==> src/rtl/fetch_ctrl.sv <==
// Instruction fetch controller: program loader into instruction memory,
// sequential fetch with stall/redirect/halt handling, one-cycle fetch latency.
//
//  state | meaning
//  ------+------------------------------------------------------------
//  IDLE  | after reset; goes to LOAD on load_req, otherwise RUN
//  LOAD  | accepting loader words and writing them to instruction memory
//  RUN   | fetching from pc every non-stalled cycle
//  HALT  | fetching stopped (halt or misaligned redirect); waits for load_req
module fetch_ctrl #(
    parameter logic [31:0] RESET_PC  = 32'h0000_0000,
    parameter int          MEM_WORDS = 64
) (
    input  logic        clk,
    input  logic        rst,
    input  logic        load_req,
    input  logic        ld_valid,
    input  logic [31:0] ld_data,
    input  logic        ld_last,
    output logic        ld_ready,
    input  logic        stall,
    input  logic        redirect,
    input  logic [31:0] redirect_pc,
    input  logic        halt,
    output logic [31:0] imem_addr,
    output logic        imem_we,
    output logic [31:0] imem_wdata,
    input  logic [31:0] imem_rdata,
    output logic        if_valid,
    output logic [31:0] if_pc,
    output logic [31:0] if_inst,
    output logic [1:0]  state,
    output logic        misalign_err
);

    localparam int PTR_W = (MEM_WORDS > 1) ? $clog2(MEM_WORDS) : 1;
    localparam logic [PTR_W-1:0] LAST_PTR = PTR_W'(MEM_WORDS - 1);

    typedef enum logic [1:0] {
        S_IDLE = 2'b00,
        S_LOAD = 2'b01,
        S_RUN  = 2'b10,
        S_HALT = 2'b11
    } state_t;

    state_t           st;
    logic [31:0]      pc;
    logic [PTR_W-1:0] load_ptr;
    logic             accept;
    logic             final_word;
    logic [31:0]      load_addr;

    assign state      = st;
    assign ld_ready   = (st == S_LOAD);
    assign accept     = ld_ready & ld_valid;
    // Loading also ends automatically when the last memory word is written.
    assign final_word = ld_last | (load_ptr == LAST_PTR);
    assign load_addr  = {{(30 - PTR_W){1'b0}}, load_ptr, 2'b00};

    // Memory port: the loader owns the port only on accepted cycles; otherwise it reads at pc.
    always_comb begin
        imem_we    = accept;
        imem_wdata = accept ? ld_data : 32'h0;
        imem_addr  = accept ? load_addr : pc;
    end

    // Controller state, program counter, loader pointer and fetch registers.
    always_ff @(posedge clk) begin
        if (rst) begin
            st           <= S_IDLE;
            pc           <= RESET_PC;
            load_ptr     <= '0;
            if_valid     <= 1'b0;
            if_pc        <= 32'h0;
            if_inst      <= 32'h0;
            misalign_err <= 1'b0;
        end else begin
            case (st)
                S_IDLE: begin
                    if (load_req) begin
                        st           <= S_LOAD;
                        load_ptr     <= '0;
                        misalign_err <= 1'b0;
                    end else begin
                        st <= S_RUN;
                    end
                end
                S_LOAD: begin
                    if (accept) begin
                        if (final_word) begin
                            st       <= S_RUN;
                            pc       <= RESET_PC;
                            load_ptr <= '0;
                        end else begin
                            load_ptr <= load_ptr + PTR_W'(1);
                        end
                    end
                end
                S_RUN: begin
                    // Priority: halt, then redirect, then stall.
                    if (halt) begin
                        st       <= S_HALT;
                        if_valid <= 1'b0;
                    end else if (redirect) begin
                        if_valid <= 1'b0;
                        if (redirect_pc[1:0] != 2'b00) begin
                            misalign_err <= 1'b1;
                            st           <= S_HALT;
                        end else begin
                            pc <= redirect_pc;
                        end
                    end else if (!stall) begin
                        if_inst  <= imem_rdata;
                        if_pc    <= pc;
                        if_valid <= 1'b1;
                        pc       <= pc + 32'd4;
                    end
                end
                S_HALT: begin
                    if (load_req) begin
                        st           <= S_LOAD;
                        load_ptr     <= '0;
                        misalign_err <= 1'b0;
                    end
                end
                default: st <= S_IDLE;
            endcase
        end
    end

endmodule

==> config.mk <==
export PLATFORM = sky130hd
export DESIGN_NAME = fetch_ctrl
export DESIGN_NICKNAME = d
export VERILOG_FILES = /design/src/rtl/fetch_ctrl.sv
export SDC_FILE = /design/constraint.sdc
export NUM_CORES = 1
export LEC_CHECK = 0
export BUFFER_PORTS_ARGS = -buffer_cell sky130_fd_sc_hd__buf_2
export CORE_MARGIN = 2
export CORE_UTILIZATION = 48
export CTS_CLUSTER_SIZE = 25
export DETAILED_ROUTE_END_ITERATION = 12
export PLACE_DENSITY = 0.81
export SYNTH_ARGS = -nofsm -noshare
export SYNTH_HDL_FRONTEND = slang
export SYNTH_SLANG_ARGS = --single-unit
export TNS_END_PERCENT = 30
==> constraint.sdc <==
create_clock -name clk -period 2.8 [get_ports clk]
set_clock_uncertainty 0.05 [all_clocks]
set_input_delay 0 -clock clk [delete_from_list [all_inputs] [get_ports clk]]
set_output_delay 0 -clock clk [all_outputs]
set_load 0.05 [all_outputs]
==> key figures <==
Synth
  – Syn Inst Count: 730
  – Register area share after synthesis: 0.394
  – Ys async rst share: 0
  – Synthesized area per cell: 7.39 um2
  – Compound-Gate Fraction of Synth Area: 0.193
  – Largest family of logic cells by synthesized area: simple AND/OR/NAND/NOR gates
  – Post-Synth Simple-Gate Area: 0.326
  – Post-synthesis adder-cell area fraction: 0.0162
  – Top post-synthesis cells by area: dfxtp_1 39%, nand2_1 12%, a21oi_1 8.6%, and3_1 4.9%, clkbuf_1 3.2%
  – Seq cells post-synth: 106
  – Synth Area in XOR/XNOR: 0.00325
  – Synth Cell Area: roughly 5400 um2
  – Count of cell types in the netlist: 60
  – Synthesized net count: between 800 and 900
  – Yosys warns: 0
  – Top_reg_cell synth: dfxtp_1
  – Top cell type by total area after synthesis: dfxtp_1
  – Post-synth EDFFs: 0
  – Synth top area share: 0.394
  – Mux share of post-synthesis cell area: 0.0142

Detailed routing
  – Post-Route WL: 18100 um
  – Routed vias: 6379
  – Detail Route Antenna Nets: 0
  – DR pass1 iterations: 7
  – Routed wire length per instance: 15.8 um
  – Vias per cell: around 5.6
  – Starting DRT DRC Count: 582
  – Drt drc: 0

Global route
  – Met3 usage: 0.0694
  – Initial antenna violation count: 0
  – Gr busiest metal: met2
  – GRT Overall Usage: 0.297
  – First-pass GRT wire length: 28800 um
  – Met2 usage: 0.477
  – Met1 Use GR: 0.391
  – Grt total ovfl: 0
  – Vias in the first global route: 5858
  – Largest net degree at the start of global routing: 65

Hold path
  – Worst Hold Class: primary input to flip-flop

STA
  – Max-slew violations: 0
  – Actual slew at the worst max-slew pin: approximately 0.67 ns
  – Setup Viol. Count Final: 0
  – Final Hold Vio Count: 0
  – Hold slack: 0.0298 ns
  – Crit share post-route: 0.899
  – RSZ-0062 raised after global routing: no
  – Fin crit period: 2.52 ns
  – Slew headroom: 0.552
  – Max frequency: approximately 400 MHz

Die
  – Initial Util: 0.495
  – I/O pin count: 238
  – Die Height: between 100 and 150 um
  – Die area: approximately 12000 um2
  – Die Wd: 110 um
  – # rows: 38
  – Core Region: 10900 um2

Clock tree
  – Clk sinks: 106
  – Latest clock arrival within the worst-skew pair: 0.37 ns
  – Root Driver: clkbuf_8
  – TritonCTS clock tree: done
  – Clock-pin slew on the worst setup and hold paths: 0.11 ns
  – CTS Buf Count: 9
  – Total setup buffers inserted after CTS: 0
  – H-tree levels: 3
  – Clk buf depth: 2

Power
  – Power Total: 3.99 mW
  – Static leakage: around 3.4 nW
  – Pwr/cell area: roughly 530 nW/um2
  – Peak VDD IR: 0.312 mV

Layout
  – Diode count: 0
  – Final std cells w/o fill: 1143
  – Final net count: 1110
  – Share of layout cells above drive strength 1: 0.290
  – Area grow syn2layout: 39.0%

Placement
  – Final GP Congestion: 0.906
  – Buffers on Ports: 237
  – Dpl hpwl: 11900 um
  – Placed Cells: 1066

Run
  – Max-cap violation count: 0

Worst setup path
  – Setup CP Type: flip-flop to flip-flop
  – CP Capture Type: flip-flop
  – Worst path arrival time: 2.72 ns
  – CP required: 3.00 ns
  – Crit-path max FO: 8
  – Setup crit start kind: flip-flop

Run status
  – Outcome: complete, no violations
[layout by cell type (no fill, tap or decap), drive strengths merged, types with 13 or more instances in the layout]
cell type and count:
buf 254, nand2 175, dfxtp 106, a21oi 93, dlygate4sd3 62, and3 42, nor2 33, o21ai 29
and2 26, nand3 20, inv 18, nor3 13
[path summary, 6_finish.rpt]
check                          start  slack, ns                       to  depth (start not counted)
max               pc[3]$_SDFFE_PP0P_       0.28      pc[30]$_SDFFE_PP0P_                          6
min                   redirect_pc[3]       0.03       pc[3]$_SDFFE_PP0P_                          4
max reg2reg       pc[3]$_SDFFE_PP0P_       0.28      pc[30]$_SDFFE_PP0P_                          6
min reg2reg  if_inst[7]$_SDFFE_PP0P_       0.41  if_inst[7]$_SDFFE_PP0P_                          2
[area by class of cell]
cell class | instances | area, um2
Tap cell | 140 | 175
Sequential cell | 106 | 2120
Inverter | 15 | 57.6
Multi-Input combinational cell | 551 | 3030
Timing Repair Buffer | 316 | 1940
Fill cell | 902 | 3390
Clock buffer | 9 | 124
Clock inverter | 6 | 50.0
[power breakdown]
part / total [mW] / internal [mW] / switching (mW)
combinational: 1.45 / 0.449 / 1.00
clock: 0.904 / 0.334 / 0.570
sequential: 1.64 / 1.57 / 0.0694
total: 3.99 / 2.35 / 1.64
[critical path: stages, from the launching register on]
cell and delay [ns]:
dfxtp_1 0.47, ha_1 0.25, nand3_1 0.27, nor4_4 0.58, and3_1 0.28, a311oi_1 0.11
a2111oi_0 0.38
[synth_stat cells, drive strengths merged (3+ instances only)]
cell type	instances
nand2	175
dfxtp	106
a21oi	93
clkbuf	48
and3	42
nor2	33
o21ai	29
and2	26
nand3	20
inv	14
nor3	13
buf	10
nand4	10
nor4	9
a32oi	8
or4	8
ha	7
o211ai	6
mux2	5
nand2b	4
nand3b	4
o31ai	4
o32ai	4
o41ai	4
or3	4
a22oi	3
a41oi	3
nor3b	3
or2	3
[state kept, by name (all words and copies together), names as in the netlist]
signal        count
if_inst          32
state             2
misalign_err      1
if_pc            32
load_ptr          6
pc               32
if_valid          1
[metal layers]
layer,vias to the layer above,share of wire
li1,3091,-
met4,0,0.024
met5,-,0
met3,41,0.088
met1,2927,0.41
met2,320,0.47
[per-stage QoR]
stage / TNS [ns] / cell area (um2) / setup WS (ns) / utilization
after floorplan: -0.0944 / 5440 / -0.0944 / -
after global placement: 0 / 6700 / 0.444 / 0.615
after detailed placement: 0 / 6700 / 0.358 / 0.615
after CTS: 0 / 7490 / 0.317 / 0.688
after global routing: 0 / 7490 / 0.0869 / 0.688
final: 0 / 7490 / 0.283 / 0.688
[cells by family (layout without fill, tap and decap cells)]
family,after synthesis,count (layout)
AND/OR/NAND/NOR,361,361
AO/OA/AOI/OAI,174,174
flip-flops,106,106
buffers and inverters,73,346
adder cells (fa/ha/maj),7,7
multiplexers,7,7
XOR/XNOR,2,2
[repair_timing]
item | in CTS | in global routing
hold buffers | 62 | 0
endpoints found under the hold margin | 62 | 0
resized for setup | 0 | 0
Power figures use the tool's default switching activity.
